<file path="src/rtl/zip_fetch_mem_arbiter.sv">
// Two-master Wishbone arbiter: data (B) over fetch (A), with a
// starvation counter that eventually forces a fetch grant.
module zip_fetch_mem_arbiter #(
  parameter int AW         = 24,
  parameter int DW         = 32,
  parameter int STARVE_LIM = 8,
  parameter int LGSTARVE   = 4
) (
  input  logic          i_clk,
  input  logic          i_rst_n,
  input  logic          i_a_cyc,
  input  logic          i_a_stb,
  input  logic          i_a_we,
  input  logic [AW-1:0] i_a_addr,
  input  logic [DW-1:0] i_a_data,
  output logic          o_a_ack,
  output logic          o_a_err,
  output logic          o_a_stall,
  input  logic          i_b_cyc,
  input  logic          i_b_stb,
  input  logic          i_b_we,
  input  logic [AW-1:0] i_b_addr,
  input  logic [DW-1:0] i_b_data,
  output logic          o_b_ack,
  output logic          o_b_err,
  output logic          o_b_stall,
  output logic          o_cyc,
  output logic          o_stb,
  output logic          o_we,
  output logic [AW-1:0] o_addr,
  output logic [DW-1:0] o_data,
  input  logic          i_ack,
  input  logic          i_err,
  input  logic          i_stall,
  output logic [1:0]    o_owner
);

  typedef enum logic [1:0] {
    IDLE  = 2'b00,
    OWN_A = 2'b01,
    OWN_B = 2'b10
  } state_e;

  localparam logic [LGSTARVE-1:0] LIM = LGSTARVE'(STARVE_LIM);

  state_e              state_q, state_d;
  logic [LGSTARVE-1:0] starve_q, starve_d;
  logic                arb;
  logic                a_starved;

  always_ff @(posedge i_clk) begin
    if (!i_rst_n) begin
      state_q  <= IDLE;
      starve_q <= '0;
    end else begin
      state_q  <= state_d;
      starve_q <= starve_d;
    end
  end

  // Arbitrate only when the bus is free or its owner has ended its cycle
  always_comb begin
    arb       = 1'b0;
    a_starved = i_a_cyc && (starve_q == LIM);
    state_d   = state_q;
    starve_d  = starve_q;
    unique case (1'b1)
      state_q == OWN_A: arb = !i_a_cyc;
      state_q == OWN_B: arb = !i_b_cyc;
      default:          arb = 1'b1;
    endcase
    if (arb) begin
      if (i_b_cyc && !a_starved) begin
        state_d = OWN_B;
        if (i_a_cyc && starve_q != LIM)
          starve_d = starve_q + 1'b1;
      end else if (i_a_cyc) begin
        state_d  = OWN_A;
        starve_d = '0;
      end else begin
        state_d = IDLE;
      end
    end
    if (!i_a_cyc)
      starve_d = '0;
  end

  always_comb begin
    o_cyc     = 1'b0;
    o_stb     = 1'b0;
    o_we      = i_a_we;
    o_addr    = i_a_addr;
    o_data    = i_a_data;
    o_a_ack   = 1'b0;
    o_a_err   = 1'b0;
    o_a_stall = 1'b1;
    o_b_ack   = 1'b0;
    o_b_err   = 1'b0;
    o_b_stall = 1'b1;
    o_owner   = state_q;
    unique case (1'b1)
      state_q == OWN_A: begin
        o_cyc     = i_a_cyc;
        o_stb     = i_a_stb;
        o_a_stall = i_stall;
        o_a_ack   = i_ack & i_a_cyc;
        o_a_err   = i_err & i_a_cyc;
      end
      state_q == OWN_B: begin
        o_cyc     = i_b_cyc;
        o_stb     = i_b_stb;
        o_we      = i_b_we;
        o_addr    = i_b_addr;
        o_data    = i_b_data;
        o_b_stall = i_stall;
        o_b_ack   = i_ack & i_b_cyc;
        o_b_err   = i_err & i_b_cyc;
      end
      default: ;
    endcase
  end

endmodule

</file>
<file path="config.mk">
export PLATFORM = sky130hd
export DESIGN_NAME = zip_fetch_mem_arbiter
export DESIGN_NICKNAME = d
export VERILOG_FILES = /design/src/rtl/zip_fetch_mem_arbiter.sv
export SDC_FILE = /design/constraint.sdc
export NUM_CORES = 1
export LEC_CHECK = 0
export BUFFER_PORTS_ARGS = -buffer_cell sky130_fd_sc_hd__buf_2
export CORE_MARGIN = 8
export CORE_UTILIZATION = 29
export CTS_CLUSTER_DIAMETER = 120
export DETAILED_ROUTE_END_ITERATION = 8
export PLACE_DENSITY = 0.82
export SYNTH_ARGS = -nofsm -noshare
export SYNTH_HDL_FRONTEND = slang
export SYNTH_SLANG_ARGS = --single-unit
</file>
<file path="constraint.sdc">
create_clock -name i_clk -period 1.88 [get_ports i_clk]
set_input_delay 0.376 -clock i_clk [delete_from_list [all_inputs] [get_ports i_clk]]
set_output_delay 0.376 -clock i_clk [all_outputs]
set_load 0.03 [all_outputs]
</file>
Word level (Yosys, flattened, before mapping):

Cells that the tools add are included.

* equal/unequal tests: 5
* mux-type cells: 16
* $add $sub $neg: 1
* reductions and logical operators: 8
* bitwise operators: 4

Operators by type and width (number)
* $mux 32: 1
* $mux 24: 1
* $mux 1: 8
* $mux 4: 2
* $pmux 1 s2: 3
* $add 4x1->4 const B: 1
* $and 1x1->1: 4
* $eq 4x4->1 const B: 1
* $ne 4x4->1 const B: 1
* $reduce_and 2->1: 2
* $logic_and 1x1->1: 3
* $logic_not 1->1: 3
* $eq 2x1->1 const B: 1
* $eq 2x2->1 const B: 1
* $mux 2: 1
* $ne 2x1->1 const B: 1

* register bits after elaboration: 6
* input port bits: 123
* output and inout port bits: 67
* logic and storage cells: 36

Logic depth before layout (Yosys ltp):

Gate-level depths: netlist of run 1.

* depth in word-level cells: 6
* mapped depth: 7
* mapped depth without buffers: 6

Worst setup path after synthesis of run 1:

No wires, ideal clock.

* kind: register -> output
* from: reg state_q[1] (netlist: o_owner[1])
* to: out o_stb
* path slack: -0.086 ns
* path buffers: 2
* cell stages (with the launch flop): 6
* arrival time: 1.590 ns
* data required time: 1.504 ns
* cells stage by stage: dfxtp_1 > ha_1 > buf_2 > buf_2 > a22oi_1 > nor2_1

* longest elaborated chain between the ends: 2
* elaborated cells on any way between the ends: 3
* those cells by class: eq/ne: 2; mux: 1

RTL lines
* start, declared: RTL line 46 `state_e state_q, state_d;`
* start signal, assigned: RTL line 56 `state_q <= state_d;`
* $eq 2x2->1 / $eq 2x1->1 (equally long branches): RTL line 109, 102
* $pmux 1 s2 *: RTL line 101 `unique case (1'b1)`
* end, declared: RTL line 28 `output logic o_stb,`

Every way passes the cells marked *; elsewhere a longest branch is shown, timed or not.

Worst setup path after layout of run 1:

* from: reg state_q[0] (netlist: o_owner[0])
* to: out o_addr[23]

* longest elaborated chain between the ends: 2

RTL lines
* $eq 2x2->1: RTL line 109 `state_q == OWN_B: begin`
* $mux 24: RTL line 101
* end, declared: RTL line 30 `output logic [AW-1:0] o_addr,`

No other way between the ends.

==> metrics.cfg, run 1 <==
[timing]
finalClockSkew_ps=4.59
relSlewSlack_pct=79.3
max_slew.worst_pin.slew_ps=310
fmax_mhz=520
grt_setup_unrepaired=yes
slew_violations=0
finalCriticalPeriod_ps=1920
layout_setup_ws_ps=-42.7
hold_ws_ps=417
setup_violations=35
hold_viol=0
finalCritPeriodShare_pct=102
fin_setup_tns_ps=-718

[cts]
clockRootBuffer=clkbuf_8
ctsLongestPathBuffers=2
cts_tree=done
cts_sinks=6
cts_made_buffers=3
h-tree-depth=1
clk-insertion-delay-late_ps=220
holdBufCountCts=0
clkTransAtPathRegs_ps=30

[cells_and_area]
final_common_cell=buf_2
most-common-layout-cells=buf_2, buf_6, mux2_4
area_growth_pct=137
drive_above_1_share_pct=85.2
final_nets=441
regArea_um2=123
multi_input_area_um2=1130
n_fill_cell=318
final_util_pct=70.1

[critical_path]
end_kind=output port
crit_required_ps=1500
worst_setup_path_start_kind=register
cp_max_fo=20
critical_path_class=register to output port
cp.arrival_ps=1550

[detailed_routing]
route.vias.total=1776
antenna_left=0
avgRoutedWirePerCell_um=20.3
drt-total-wl_mm=7.35
drc=0
firstDrtPassIters=4
drt-initial-drc-count=32
viasPerCell=4.92

[pwr]
power.density_nw_per_um2=519
max-vdd-ir-drop_uv=458
p_leak_nw=1.44
power.total_mw=1.43

[placed_design]
gp_congestion=0.885
post-place-ws_ps=57.8
portBuffers=189
dp_hpwl_mm=5.49

[grt]
grt_pass1_wl_mm=10.2
grt_max_degree=24
grt.total_usage_pct=20.5
overflow=0
grt_pass1_vias=1984
antenna_found_initial=1

[yosys]
synth_warnings=0
avgSynthCellArea_um2=9.57
synth_nets=251
syn_inst=122
ys_seq_elements=6
netlist_area_um2=1170
ys_types=28
ys_seq_area_share_pct=10.3

[min_path]
hold_path_class=input pin to register

[die]
die_w_um=79.4
io-pin-count=190
start_util_pct=29.6
dieHeight_um=79.4
core_um2=3940
rows=23
dieArea_um2=6310

[outcome]
status=complete, but fails checks
violations=negative setup slack

[flow_run]
maxCapViolations=0

-- cell families (layout without fill, tap and decap cells) --
kind of cell	after synthesis	count (layout)	synth area share (%)
mux	57	57	55.0
simple gates	24	24	13.7
compound gates	16	16	9.54
buf+inv	13	201	5.04
fa+ha+maj	6	6	6.43
flops	6	6	10.3
other cells	0	1	0
-- power breakdown --
group / total, mW / switching, mW / internal, mW
Combinational: 1.10 / 0.552 / 0.549
Clock: 0.191 / 0.0536 / 0.137
Sequential: 0.142 / 0.00810 / 0.134
Total: 1.43 / 0.613 / 0.821
-- repair_timing --
item	CTS	global route
resized for setup	118	37
cloned	1	0
endpoints found under the setup margin	58	58
buffers inserted	0	1
-- worst max-delay path, stage by stage, from the launching register on --
cell	delay, ps
dfxtp_2	340
inv_2	80
ha_4	190
buf_12	200
mux2_2	360
buf_6	140
-- sequential cells by signal, summed over array words and instances (netlist names) --
signal	flops
o_owner	2
starve_q	4
-- layout make-up --
class	count	share of cell area (%)
timing repair buffer	193	50.0
inverter	5	0.679
sequential	6	4.44
multi-input combinational	103	41.0
antenna	1	0.0905
clock buffer	3	1.49
tap	50	2.26
-- cells in the mapped netlist --
library cell	count	area share, %
mux2_2	57	55
buf_2	8	3.4
dfxtp_1	6	10
ha_1	6	6.4
inv_1	5	1.6
a21oi_1	4	1.7
and3_1	4	2.1
nand2_1	3	0.96
nand2b_1	3	1.6
a22oi_1	2	1.3
nand3_1	2	0.86
nand3b_1	2	1.3
nor2_1	2	0.64
nor2b_4	2	2.4
nor3_1	2	0.86
o21ai_0	2	0.86
a21boi_0	1	0.64
a21boi_1	1	0.64
a31oi_1	1	0.54
and2_1	1	0.54
nand4_1	1	0.54
nor2b_1	1	0.54
nor3_4	1	1.4
o2111ai_1	1	0.75
o21a_1	1	0.64
o2bb2ai_1	1	0.75
o31ai_1	1	0.64
o31ai_2	1	1.1
-- routing by layer --
metal  track usage (%)  vias up  routed length, um
li1                  -      832                  -
met1              21.0      827               2680
met2              39.0      109               3920
met3              6.87        8                648
met4              4.26        0                 92
met5                 0        -                  0
-- through the flow --
step / instances / instance area [um2]
after floorplan: 122 / 1170
after global placement: 355 / 2180
after detailed placement: 355 / 2180
after CTS: 359 / 2620
after global routing: 361 / 2760
final: 361 / 2760
-- path summary, 6_finish.rpt --
check | from | endpoint | slack, ps | cells past startpoint
max | o_owner[0] | o_addr[23] | -40 | 5
min | i_rst_n | o_owner[0] | 420 | 2
max reg2reg | o_owner[0] | starve_q[2] | 290 | 5
min reg2reg | starve_q[1] | starve_q[1] | 490 | 2
(Power assumes the default switching activity.)
==> run 2: changes to the inputs <==
- CELL_PAD_IN_SITES_DETAIL_PLACEMENT: unset -> 1
- CELL_PAD_IN_SITES_GLOBAL_PLACEMENT: unset -> 1
- CORE_UTILIZATION: 29 -> 17
- PLACE_DENSITY: 0.82 -> 0.8
==> run 2 against run 1 <==
The run still ends with negative setup slack left. Total power grew 5.6%. Register-to-register slack worse by 200 ps. Combinational power grew 8%. Clock power is essentially flat.
==> metrics.cfg, run 2 (synthesis gave the netlist of run 1 again) <==
[outcome]
status=complete, but fails checks
violations=negative setup slack

[timing]
slew_violations=0
finalCritPeriodShare_pct=102
fmax_mhz=523
layout_setup_ws_ps=-30.8
finalClockSkew_ps=2.08
max_slew.worst_pin.slew_ps=247
finalCriticalPeriod_ps=1910
hold_viol=0
setup_violations=32
relSlewSlack_pct=83.4
grt_setup_unrepaired=yes

[critical_path]
rr_startpoint=o_owner[0]
r2r-end=starve_q[0]
end_kind=output port
cp.arrival_ps=1530
cp_max_fo=4
regToRegSetupSlack_ps=90
crit_chain=inv_4 -> ha_4 -> buf_12 -> clkbuf_16 -> mux2_4 -> buf_6
critical_path_class=register to output port
crit_required_ps=1500
crit_start=o_owner[0]
crit_end=o_data[16]
slowest_delay_ps=340
worst_setup_path_start_kind=register
slowest_stage=dfxtp_4
r2r.worst_path.cells=10

[die]
dieArea_um2=9770
io-pin-count=190
core_um2=6720
start_util_pct=17.4
die_w_um=98.9
rows=30
dieHeight_um=98.9

[cts]
clkTransAtPathRegs_ps=40
clk-insertion-delay-late_ps=220
cts_sinks=6
h-tree-depth=1
clockRootBuffer=clkbuf_8
cts_made_buffers=3
cts_tree=done
ctsLongestPathBuffers=2
holdBufCountCts=0

[grt]
grt_pass1_wl_mm=12.5
overflow=0
grt_pass1_vias=2086
grt.total_usage_pct=16.3
antenna_found_initial=0
grt_max_degree=15

[cells_and_area]
final_util_pct=44.2
final_common_cell=buf_2
final_nets=452
area_growth_pct=154
antenna_cells_inserted=0
drive_above_1_share_pct=86.9
largest-register=starve_q
n_fill_cell=806
largest_reg_flops=4
finalInstanceArea_um2=2970
most-common-layout-cells=buf_2, buf_6, mux2_4

[pwr]
power.density_nw_per_um2=510
p_leak_nw=1.52
max-vdd-ir-drop_uv=323
power.total_mw=1.51

[placed_design]
post-place-ws_ps=36.1
dp_hpwl_mm=6.54
portBuffers=189
gp_congestion=0.894
place_area_um2=2230

[detailed_routing]
firstDrtPassIters=4
viasPerCell=4.55
drt-total-wl_mm=8.71
antenna_left=0
drt-initial-drc-count=17
route.vias.total=1824
drc=0
avgRoutedWirePerCell_um=21.7

[min_path]
hold_path_class=input pin to register

[flow_run]
maxCapViolations=0

[run 2: cell types whose count changed in the layout (fill, tap and decap cells not counted), moves of 2 or more]
cell,delta
buf_6,-10
buf_16,+3
buf_12,+3
buf_2,+13
dfxtp_2,-2
mux2_2,-4
dfxtp_4,+2
mux2_4,+4
[run 2: area by class of cell]
class	count	area (um2)	area share [%]
repair buffers	204	1510	50.9
inverters	5	21.3	0.717
flip-flops and latches	6	128	4.30
well taps	80	100	3.37
multi-input cells	103	1170	39.3
clock buffers	3	41.3	1.39
[run 2: metrics by stage]
| stage | std cells | hold slack, ps | setup TNS, ps |
|---|---|---|---|
| after floorplan | 122 | 462 | 0 |
| after detailed placement | 386 | 486 | 0 |
| final | 401 | 419 | -344 |
| after global routing | 401 | 433 | -2140 |
| after global placement | 386 | 480 | 0 |
| after CTS | 400 | 415 | -1100 |
[run 2: report_power, final]
| part | switching (mW) | internal (mW) | leakage (nW) |
|---|---|---|---|
| combinational | 0.583 | 0.603 | 1.45 |
| sequential | 0.00714 | 0.133 | 0.0502 |
| clock | 0.0506 | 0.137 | 0.0216 |
[run 2: timing repair]
action | in CTS | in global routing
endpoints found under the setup margin | 58 | 57
gates resized for setup | 123 | 25
buffers inserted | 7 | 0
cloned | 4 | 1
pin swaps | 1 | 1
[run 2: worst min-delay path by stage]
stage                 from          end  slack [ps]  cells after the start
2_1_floorplan  starve_q[1]  starve_q[1]         460                      2
3_3_place_gp    o_owner[1]   o_owner[1]         480                      2
3_5_place_dp    o_owner[1]   o_owner[1]         490                      2
4_1_cts            i_rst_n   o_owner[0]         410                      2
5_1_grt            i_rst_n   o_owner[0]         430                      2
6_report           i_rst_n   o_owner[0]         420                      2
[run 2: critical path: cells and delay by family, from the launching register on]
| kind | cells | cell delay [ps] |
|---|---|---|
| fa+ha+maj | 1 | 170 |
| buf+inv | 4 | 480 |
| flops | 1 | 340 |
| mux | 1 | 310 |
[run 2: per-layer routing]
metal,global-route usage [%],wire length (um),vias up
met1,16.0,2940,879
met5,0,0,-
met2,33.7,5070,79
met3,3.03,552,12
li1,-,-,854
met4,3.42,144,0
